[src/rtl/twos_comp_decoder.sv]
// rtl/twos_comp_decoder.sv - bit-serial two's-complement to sign/magnitude decoder
// Optional feature macro: TWOS_DEC_OVF_FLAG_EN (adds out_ovf for the most-negative input)

module twos_comp_decoder #(
   parameter int WIDTH = 4
) (
   input  logic             clk,
   input  logic             rst,
   input  logic [WIDTH-1:0] in_data,
   input  logic             in_valid,
   output logic             in_ready,
   output logic             out_sign,
   output logic [WIDTH-1:0] out_mag,
   output logic             out_valid,
   input  logic             out_ready
`ifdef TWOS_DEC_OVF_FLAG_EN
   ,
   output logic             out_ovf
`endif
);

   localparam int CW = (WIDTH > 1) ? $clog2(WIDTH) : 1;
   localparam logic [CW-1:0] LAST_BIT = CW'(WIDTH - 1);

   typedef enum logic [1:0] {
      IDLE  = 2'd0,
      SHIFT = 2'd1,
      DONE  = 2'd2
   } state_t;

   state_t           state;
   logic [WIDTH-1:0] shreg;
   logic [CW-1:0]    cnt;
   logic             seen;
   logic             obit;

   // Once a one has been seen in a negative word, every higher bit is inverted
   // (copy-through-first-one, then complement), which yields the magnitude.
   assign obit = shreg[0] ^ (out_sign & seen);

   // Control FSM and datapath; all outputs are registered here.
   always_ff @(posedge clk) begin
      if (rst) begin
         state     <= IDLE;
         in_ready  <= 1'b1;
         out_valid <= 1'b0;
         out_sign  <= 1'b0;
         out_mag   <= '0;
         shreg     <= '0;
         cnt       <= '0;
         seen      <= 1'b0;
`ifdef TWOS_DEC_OVF_FLAG_EN
         out_ovf   <= 1'b0;
`endif
      end else begin
         case (state)
            IDLE: begin
               if (in_valid) begin
                  shreg    <= in_data;
                  out_sign <= in_data[WIDTH-1];
                  cnt      <= '0;
                  seen     <= 1'b0;
                  in_ready <= 1'b0;
                  state    <= SHIFT;
               end
            end
            SHIFT: begin
               shreg   <= shreg >> 1;
               out_mag <= {obit, out_mag[WIDTH-1:1]};
               seen    <= seen | shreg[0];
               cnt     <= cnt + 1'b1;
               if (cnt == LAST_BIT) begin
                  out_valid <= 1'b1;
                  state     <= DONE;
`ifdef TWOS_DEC_OVF_FLAG_EN
                  // Negative with no ones below the MSB is exactly 100..0.
                  out_ovf   <= out_sign & ~seen;
`endif
               end
            end
            DONE: begin
               if (out_ready) begin
                  out_valid <= 1'b0;
                  in_ready  <= 1'b1;
                  state     <= IDLE;
`ifdef TWOS_DEC_OVF_FLAG_EN
                  out_ovf   <= 1'b0;
`endif
               end
            end
            default: begin
               state     <= IDLE;
               in_ready  <= 1'b1;
               out_valid <= 1'b0;
            end
         endcase
      end
   end

endmodule

[config.mk]
export PLATFORM = sky130hd
export DESIGN_NAME = twos_comp_decoder
export DESIGN_NICKNAME = d
export VERILOG_FILES = /design/src/rtl/twos_comp_decoder.sv
export SDC_FILE = /design/constraint.sdc
export NUM_CORES = 1
export LEC_CHECK = 0
export CAP_MARGIN = 15
export CORE_MARGIN = 2
export CORE_UTILIZATION = 47
export CTS_CLUSTER_SIZE = 25
export DETAILED_ROUTE_END_ITERATION = 10
export PLACE_DENSITY = 0.73
export SLEW_MARGIN = 20
export SYNTH_ARGS = -nofsm -noshare
export SYNTH_HDL_FRONTEND = slang
export SYNTH_SLANG_ARGS = --single-unit
export TNS_END_PERCENT = 100
[constraint.sdc]
create_clock -name clk -period 1.2 [get_ports clk]
set_clock_uncertainty 0.1 [all_clocks]
set_input_delay 0.36 -clock clk [delete_from_list [all_inputs] [get_ports clk]]
set_output_delay 0.36 -clock clk [all_outputs]
set_load 0.01 [all_outputs]
==> metrics <==
worst r2r path cells=4; First DRT Iteration DRCs=7; Slew Limit Fails=0; total global routing overflow=0; Setup WS post-layout=10.1 ps; Largest delay share family, worst path=flip-flops; IO Pins=15; TritonCTS clock tree=yes; Post-layout nets=110; Pint=0.798 mW; pin count of the biggest net entering global routing=17; slowest CP cell=dfxtp_2; fmax=840 MHz; RR Startpoint=state[1]; core area=1330 um^2; hold slack=403 ps; clock power share=25.8%; clk buf depth=2; Clk Latency, worst-skew pair=280 ps; WP data arrival=730 ps; Antenna Nets Post-Route=0; Leakage=0.433 nW; post-placement worst setup slack=-455 ps; slowest cell delay on critical path=330 ps; first drt pass iteration count=3; RSZ-0062 raised after global routing=true; Setup crit end=out_sign; Power Density=1050 nW/um^2; gr usage total=17.3%; vias in the first global route=556; Seq pwr share=54.8%; Total Power=1.06 mW; RD Place Congestion=0.778; Crit Path Category=reg -> out; r2r setup slk=30 ps; Peak VDD IR=0.733 mV; Setup crit end kind=output pin; Logic pwr share=19.3%; outcome=finished, final reports clean; syn avg cell area=9.51 um^2; # DRC=0; area grow syn2layout=45.2%; Port Buf Inserts=14; Slew @ Worst Pin=295 ps; Reg clk slew, reported paths=90 ps; Levels on crit path=1; # H-tree levels=1; die area=1800 um^2; hpwl dp=1050 um; CTS Buf Count=3; worst endpoint required time=740 ps; Die H=42.4 um; sequential fraction of the synthesis area=46.1%; root buffer cell=clkbuf_4; max cap viols=0; Syn Nets=82; worst path cell trace=buf_6; WL final=1510 um; Max transition margin=80.3%; Initial Utilization=52.1%; Yosys Warn Count=0; fin crit share=99.2%; share of cells above drive strength 1=40.4%; DR vias/cell=5.34; post-synthesis cell type count=28; wire per inst=13.3 um; WP buf/inv=1; post-synthesis cell area=694 um^2; critical-path maximum fanout=2; Antenna Cells=0; first-pass GRT wire length=2350 um; most frequent cells in the layout=15 x nor2_1, 11 x buf_4, 9 x dfxtp_2, 7 x dfxtp_1, 7 x buf_6; # setup viols final=0; Vias=609; Final Critical Period=1190 ps; die width=42.4 um; end of the worst register-to-register path=cnt[1]; NetSw=0.262 mW; Syn Inst Count=73; Critical Path Start=out_sign; initial antenna violation count=0; #FFs+latches synth=16; Sw Ratio=24.8%; crit path launch type=flop; most common cell after layout, fill and taps aside=nor2_1; # rows=13; Hold Path Class=reg -> reg; Fin. Hold Viols=0; clk sinks=16
[Yosys cell counts, drive strengths merged]
| library cell | n | area share, % |
|---|---|---|
| o21bai | 2 | 2.7 |
| a21oi | 4 | 2.9 |
| nand2b | 1 | 0.90 |
| o21ai | 2 | 1.4 |
| and2b | 1 | 1.1 |
| o22ai | 1 | 0.90 |
| a2bb2oi | 1 | 1.3 |
| buf | 3 | 4.3 |
| nand3b | 1 | 1.1 |
| dfxtp | 16 | 46 |
| a22oi | 2 | 2.2 |
| nand2 | 2 | 1.1 |
| o2bb2ai | 2 | 2.5 |
| o21ba | 1 | 1.4 |
| nor3b | 1 | 1.8 |
| clkbuf | 1 | 0.54 |
| a211oi | 5 | 6.1 |
| inv | 3 | 1.6 |
| mux2i | 5 | 7.2 |
| nor3 | 1 | 0.72 |
| nor2 | 15 | 8.1 |
| ha | 1 | 1.8 |
| xor2 | 1 | 1.3 |
| nor2b | 1 | 0.90 |
[per-stage QoR]
step	std cells	setup TNS, ps	utilization [%]	instance area, um^2
floorplan	73	0	-	694
global placement	109	-4610	69.5	927
detailed placement	109	-5110	69.5	927
CTS	112	0	72.5	967
global route	114	-80.2	75.6	1010
finish	114	0	75.6	1010
[power by group through the flow]
stage	registers [mW]	logic, mW	clock network [mW]
finish	0.581	0.205	0.274
global route	0.585	0.221	0.297
CTS	0.581	0.193	0.283
detailed placement	0.590	0.188	0
global placement	0.588	0.185	0
floorplan	0.594	0.0904	0
[worst min path at each step]
stage	from	to	slack (ps)	cells after the start
floorplan	rst	out_mag[3]	320	1
global placement	out_mag[0]	out_mag[0]	380	2
detailed placement	seen	seen	390	2
CTS	seen	seen	400	2
global route	shreg[2]	shreg[2]	420	2
finish	shreg[2]	shreg[2]	400	2
[cell families after synthesis]
kind of cell,after synthesis,share of synthesized area [%]
AND/OR/NAND/NOR,23,15.7
AO/OA/AOI/OAI,20,21.4
flip-flops,16,46.1
buffers and inverters,7,6.49
multiplexers,5,7.21
XOR/XNOR,1,1.26
adder cells (fa/ha/maj),1,1.80
[repair_timing]
action,4_1_cts,5_1_grt
setup buffers,0,2
hold buffers,0,0
pin swaps,0,2
gates resized for setup,44,6
endpoints found under the setup margin,17,11
[per-layer routing]
layer | vias up | wire length, um | global-route usage, % | share of wire [%]
met4 | 0 | 25 | 9.38 | 1.7
met5 | - | 0 | 0 | 0
met1 | 285 | 648 | 19.7 | 43
li1 | 308 | - | - | -
met2 | 14 | 785 | 29.5 | 52
met3 | 2 | 55 | 3.88 | 3.6
[sequential cells by signal (all words and copies together) (netlist names)]
name       count
cnt            2
in_ready       1
out_mag        4
out_sign       1
out_valid      1
seen           1
shreg          4
state          2
[layout make-up]
| cell class | count | area [um^2] |
|---|---|---|
| Inverter | 3 | 11.3 |
| Clock buffer | 3 | 22.5 |
| Timing Repair Buffer | 27 | 270 |
| Multi-Input combinational cell | 50 | 354 |
| Tap cell | 15 | 18.8 |
| Sequential cell | 16 | 332 |
| Fill cell | 97 | 325 |
No activity file was read; power rests on OpenSTA's default activity.
==> edit 1, RTL diff (same settings) <==
Encoding of `state_t`: now one-hot (3 bits for 3 states).
--- a/src/rtl/twos_comp_decoder.sv
+++ b/src/rtl/twos_comp_decoder.sv
@@ -23,8 +23,8 @@
    localparam logic [CW-1:0] LAST_BIT = CW'(WIDTH - 1);
 
-   typedef enum logic [1:0] {
-      IDLE  = 2'd0,
-      SHIFT = 2'd1,
-      DONE  = 2'd2
+   typedef enum logic [2:0] {
+      IDLE  = 3'b001,
+      SHIFT = 3'b010,
+      DONE  = 3'b100
    } state_t;
 
Formal check against the unedited RTL: no difference found for any inputs over 10 cycles, from zero or initial values and one cycle with rst high; not proved beyond that.
==> edit 1 against the unedited design <==
The run now ends with setup timing left; setup slack worse by 0.23 ns; synthesized area is 10% higher; maximum frequency is 16% lower; clock power is 14% higher; count of clock-buffer cells in the layout stayed put; via count is 29% higher; design area is 21% higher; sequential cell count is 1 higher; power is 8.8% higher; wire length is 37% higher; critical path type is now in -> reg; largest power group unchanged; highest routed layer unchanged.
==> edit 1: results (changes against the unedited design) <==
* Result of the run: complete, but fails checks
- The final reports fail on setup timing.
* Source-to-sink clock delay at the later pin of the worst-skew pair: 0.30 ns (+0.02 ns)
- Synthesized Nets: 96 (+17%)
- Top cell types by occurrence after synthesis: dfxtp_1 (17), a21oi_1 (12), nand2_1 (11), nand3_1 (5)
* Pin count of the biggest net entering global routing: 11 (-6)
- The number of diodes came to 0 (unchanged).
- Via count of the first global-routing pass: 671 (+21%)
- Fraction of synthesized cell area in xor and xnor cells: 2.291% (+1.0 points)
- The post-synthesis share of cell area spent on full adders, half adders and majority gates came to 1.637% (-0.17 points).
- The detail-routed net length per standard cell was 15.28 um (+15%).
- Global-route total usage across every layer: 20.75% (+3.4 points)
- The pin slew with the least headroom to its limit is 0.3373 ns (+0.04187 ns).
* Lkg Pwr: 0.0004673 uW (+8.0%)
* Biggest regs: out_mag (4), shreg (4), state (3)
* Buffers on Ports: 14 (unchanged)
* Iter 0 DRT Violations: 24 (+17)
- Worst path arrival time: 1.51 ns (+0.78 ns)
- The share of final-layout standard cells stronger than drive strength 1 was 52.50% (+12 points).
- The initial antenna violation count is 0 (unchanged).
- Clock-pin slew of the registers on the worst-case setup and hold paths: around 0.1 ns
- Num CTS Buffers: 3 (unchanged)
* Number of H-tree levels: 1 (unchanged)
- Path depth of the worst reg2reg path: 3 (-1)
- Multiplexer fraction of the synthesized cell area: 0% (-7.2 points)
- The fraction of the mapped netlist area in compound gates was 16.04% (-5.4 points).
- The total via count after detailed routing was 784 (+29%).
- The fraction of synthesis flops using an asynchronous set or reset pin is 0% (unchanged).
* Root Driver: clkbuf_4
* Final number of setup-violating endpoints: 20 (+20)
- Dpl cell area: 1011 sq um (+9.0%)
* Syn. warnings: 0 (unchanged)
- The maximum fanout along the worst path came to 7 (+5).
- First-pass GRT wire length: 2898 um (+24%)
- The peak ir drop on the vdd network came to 1.028 mV (+40%).
* Pre-CTS worst setup slack: -0.6961 ns (-0.2413 ns)
- Instance count along the most critical hold path: 2 (unchanged)
- The distinct cell type count of the synthesized netlist came to 28 (unchanged).
- The net count reported at finish is 130 (+18%).
* Worst hold-check path type: reg -> reg
* Sequential-to-total area share from yosys stat: 44.52% (-1.6 points)
- Filler cell count: 103 (+6.2%)
- Final WS setup: -0.2188 ns (-0.2288 ns)
- The detailed placement HPWL is 1130 um (+7.8%).
- Largest buffer count on any clock path: 2 (unchanged)
- Ranked by total cell area, the synthesized netlist is headed by dfxtp_1 (45%), a21oi_1 (7.9%), nand2_1 (5.4%).
* Routability cong.: 0.8261 (+6.1%)
- The length of the first detailed-routing pass in iterations is 4 (+1).
[edit 1: cell count changes after synthesis, sizes merged, moves of 3 or more]
cell / change
nand3: +5
a21oi: +8
mux2i: -5
nor3b: +3
nor2: -13
a211oi: -3
nand2: +9
nor3: +3
[edit 1: what timing repair did]
| action | 4_1_cts | 5_1_grt |
|---|---|---|
| gates cloned | 1 | 1 |
| pin swaps | 6 | 6 |
| endpoints found under the setup margin | 23 | 24 |
| gates resized for setup | 57 | 20 |
| setup buffers | 3 | 1 |
[edit 1: worst max-delay path, stage by stage]
cell and delay (ns):
dlygate4sd2_1 0.31, or4bb_4 0.62, o221ai_2 0.17, nor2_1 0.06
[edit 1: area by class of cell]
type                       instances  area, sq um  area share [%]
inverter                           4        15.01           1.233
multi-input combinational         59        460.4           37.82
sequential                        17        360.3           29.60
clock inverter                     1        5.005          0.4111
clock buffer                       3        22.52           1.850
tap                               16        20.02           1.644
timing repair buffer              36        334.1           27.44
[edit 1: final timing paths]
| path | start | end | slack, ns |
|---|---|---|---|
| min reg2reg | out_valid | out_valid | 0.36 |
| max reg2reg | state[1] | shreg[1] | -0.20 |
| min | out_valid | out_valid | 0.36 |
| max | in_valid | shreg[1] | -0.22 |
[edit 1: metal layers]
layer  track usage (%)  vias up  wire (um)
li1                  -      379          -
met3             7.347        8        133
met1             26.60      363        864
met2             31.18       34       1031
met4             9.697        0         49
met5                 0        -          0
[edit 1: kinds of logic after synthesis]
kind of cell | Yosys count
AOI/OAI and AO/OA | 20
xor gates and xnor gates | 2
DFF | 17
and+or+nand+nor | 35
adders and majority gates | 1
buffers and inverters | 12
[edit 1: metrics by stage]
step,setup TNS (ns),cells,hold slack [ns],power (uW)
after global routing,-2.855,136,0.3938,1209
after CTS,-1.827,134,0.3686,1138
after global placement,-7.894,126,0.3480,797.3
final,-1.996,136,0.3637,1154
after detailed placement,-8.017,126,0.3474,801.1
after floorplan,-1.273,87,0.3479,728.0
[edit 1: power by group]
part | internal, uW | switching, uW | total [uW]
clock network | 124 | 186 | 311
registers | 592 | 25.2 | 617
logic | 127 | 99.1 | 226
total | 843 | 311 | 1150
==> edit 2, RTL diff (config.mk and constraints unchanged) <==
Without the edit above. `WIDTH`: 4 -> 8.
--- a/src/rtl/twos_comp_decoder.sv
+++ b/src/rtl/twos_comp_decoder.sv
@@ -3,5 +3,5 @@
 
 module twos_comp_decoder #(
-   parameter int WIDTH = 4
+   parameter int WIDTH = 8
 ) (
    input  logic             clk,
Ports: changed (resized in_data and out_mag); port bits go from 15 to 23. No check against the original RTL was run, so the function may have changed too.
==> edit 2 against the unedited design <==
Power up 52%; worst hold slack worse by 0.034 ns; highest routed layer unchanged; synthesized area up 59%; the run now ends with setup timing left; setup slack lost 0.053 ns; sequential share of layout area down 2.2 points; largest power group unchanged; critical path type unchanged; wire length is 81% higher; sequential cell count rose by 9; design area increased by 70%; maximum frequency shrank 4.2%.
==> edit 2: results (changes against the unedited design) <==
* Net switching component of the power: 437.1 uW (+67%)
- The detailed placement HPWL came to 1695 um (+62%).
* Source-to-sink clock delay at the later pin of the worst-skew pair: 0.31 ns (+0.03 ns)
- Nets: 182 (+65%)
- The slowest stage of the critical path belongs to the cell dfxtp_2.
- The flow ran to the end, but the final reports show violations.
- The logic depth of the worst register-to-register path is 5 (+1).
- Instance count along the most critical hold path: 2 (unchanged)
* Worst path arrival time: 0.78 ns (+0.05 ns)
- The post-place instance area was 1494 sq um (+61%).
* Origin of the critical flop-to-flop path: cnt[1]
- Largest buffer count on any clock path: 2 (unchanged)
* Cell types occupying the most area after synthesis: dfxtp_1 (45%), nand2_1 (6.1%), a21oi_1 (5.9%)
* Layout cells sized above 1: 52.69% (+12 points)
- Via total after detailed routing: 1040 (+71%)
- Wirelength per Cell: 14.08 um (+6.0%)
- Worst hold-check path type: reg -> reg
- The leakage power was 0.0006917 uW (+60%).
* Clock-pin slew of the registers on the worst-case setup and hold paths: 0.14 ns (+0.05 ns)
* Pin count of the biggest net entering global routing: 19 (+2)
- Netlist cell types: 30 (+7.1%)
- CP max stage delay: 0.35 ns (+0.02 ns)
- End point of the most critical hold path: shreg[7]
* Num CTS Buffers: 3 (unchanged)
- Transition at the pin with the smallest max-transition slack: 0.1855 ns (-0.1099 ns)
- The number of failing setup endpoints in the final timing report came to 12 (+12).
* Top cell types by occurrence after synthesis: dfxtp_1 (25), nand2_1 (18), a21oi_1 (13), nor2_1 (13), mux2i_1 (6)
* Pre-CTS worst setup slack: -0.5365 ns (-0.08171 ns)
* Root Driver: clkbuf_4
- The peak ir drop on the vdd network was 0.7479 mV (+2.0%).
* Routability cong.: 0.7031 (-9.7%)
- Global-route total usage across every layer: 22.06% (+4.8 points)
- The worst hold path begins at shreg[7].
* R2R setup slack: -0.02 ns (-0.05 ns)
- The sequential area share after synthesis is 45.20% (-0.93 points).
- Endpoint of the worst-slack reg-to-reg timing path: out_valid
- In the final layout, the registers with the most flip-flops are out_mag (8), shreg (8), cnt (3).
- 1st-pass router iterations: 4 (+1)
- The net count after synthesis came to 132 (+61%).
* Failing checks: setup timing
- Buffers on Ports: 22 (+8)
- The final setup slack of the worst path was -0.04249 ns (-0.05258 ns).
* Iter 0 DRT Violations: 30 (+23)
- Worst hold margin: 0.3692 ns (-0.03393 ns)
- The wire length of the first global-routing pass was 4457 um (+90%).
## edit 2: cell count changes after synthesis, moves of 3 or more
cell      delta
a211oi_2     +4
nand2_1     +16
buf_4        +3
dfxtp_1      +9
nor2_2       +5
a21oi_1      +9
## edit 2: stage by stage
| step | setup TNS (ns) | instances | power (uW) |
|---|---|---|---|
| CTS | -0.6156 | 192 | 1617 |
| global placement | -8.142 | 182 | 1191 |
| detailed placement | -9.015 | 182 | 1206 |
| finish | -0.4149 | 195 | 1615 |
| floorplan | 0 | 118 | 1077 |
| global route | -1.016 | 195 | 1700 |
## edit 2: worst max-delay path by stage
stage	start	depth (start not counted)	endpoint	slack, ns
floorplan	cnt[0]	5	out_valid	0.002
global placement	in_valid	5	shreg[6]	-0.48
detailed placement	in_valid	5	shreg[6]	-0.54
CTS	out_mag[6]	1	out_mag[6]	-0.06
global route	out_mag[7]	1	out_mag[7]	-0.1
finish	out_mag[7]	1	out_mag[7]	-0.04
## edit 2: final cells by class
cell class                 count  area (sq um)
timing repair buffer          53         505.5
multi-input combinational     84         611.8
inverter                       1         3.754
sequential                    25         524.3
fill                         157         501.7
clock inverter                 1         7.507
clock buffer                   3         22.52
tap                           28         35.03
## edit 2: timing repair
item	in CTS	in global routing
endpoints found under the setup margin	33	19
endpoints found under the hold margin	0	0
gates cloned	1	0
gates resized for setup	81	12
setup buffers	5	3
pin swaps	2	6
## edit 2: kinds of logic (layout without fill, tap and decap cells)
group / after synthesis / after routing / share of synthesized area, %
AOI/OAI and AO/OA: 28 / 29 / 18.76
xor gates and xnor gates: 1 / 1 / 0.7911
adders and majority gates: 2 / 2 / 2.260
buffers and inverters: 10 / 58 / 6.553
DFF: 25 / 25 / 45.20
muxes: 6 / 6 / 5.424
and+or+nand+nor: 46 / 46 / 21.02
## edit 2: per-layer routing
layer	up-vias	GRT usage, %	routed length [um]
li1	500	-	-
met1	503	25.09	1086
met2	27	40.42	1459
met3	10	3.714	118
met4	0	8.547	80
met5	-	0	0
## edit 2: power groups by stage
| stage | clock (uW) | sequential, uW | combinational [uW] |
|---|---|---|---|
| CTS | 405 | 907 | 305 |
| finish | 387 | 907 | 322 |
| detailed placement | 0 | 920 | 285 |
| floorplan | 0 | 915 | 162 |
| global placement | 0 | 916 | 275 |
| global route | 439 | 912 | 349 |
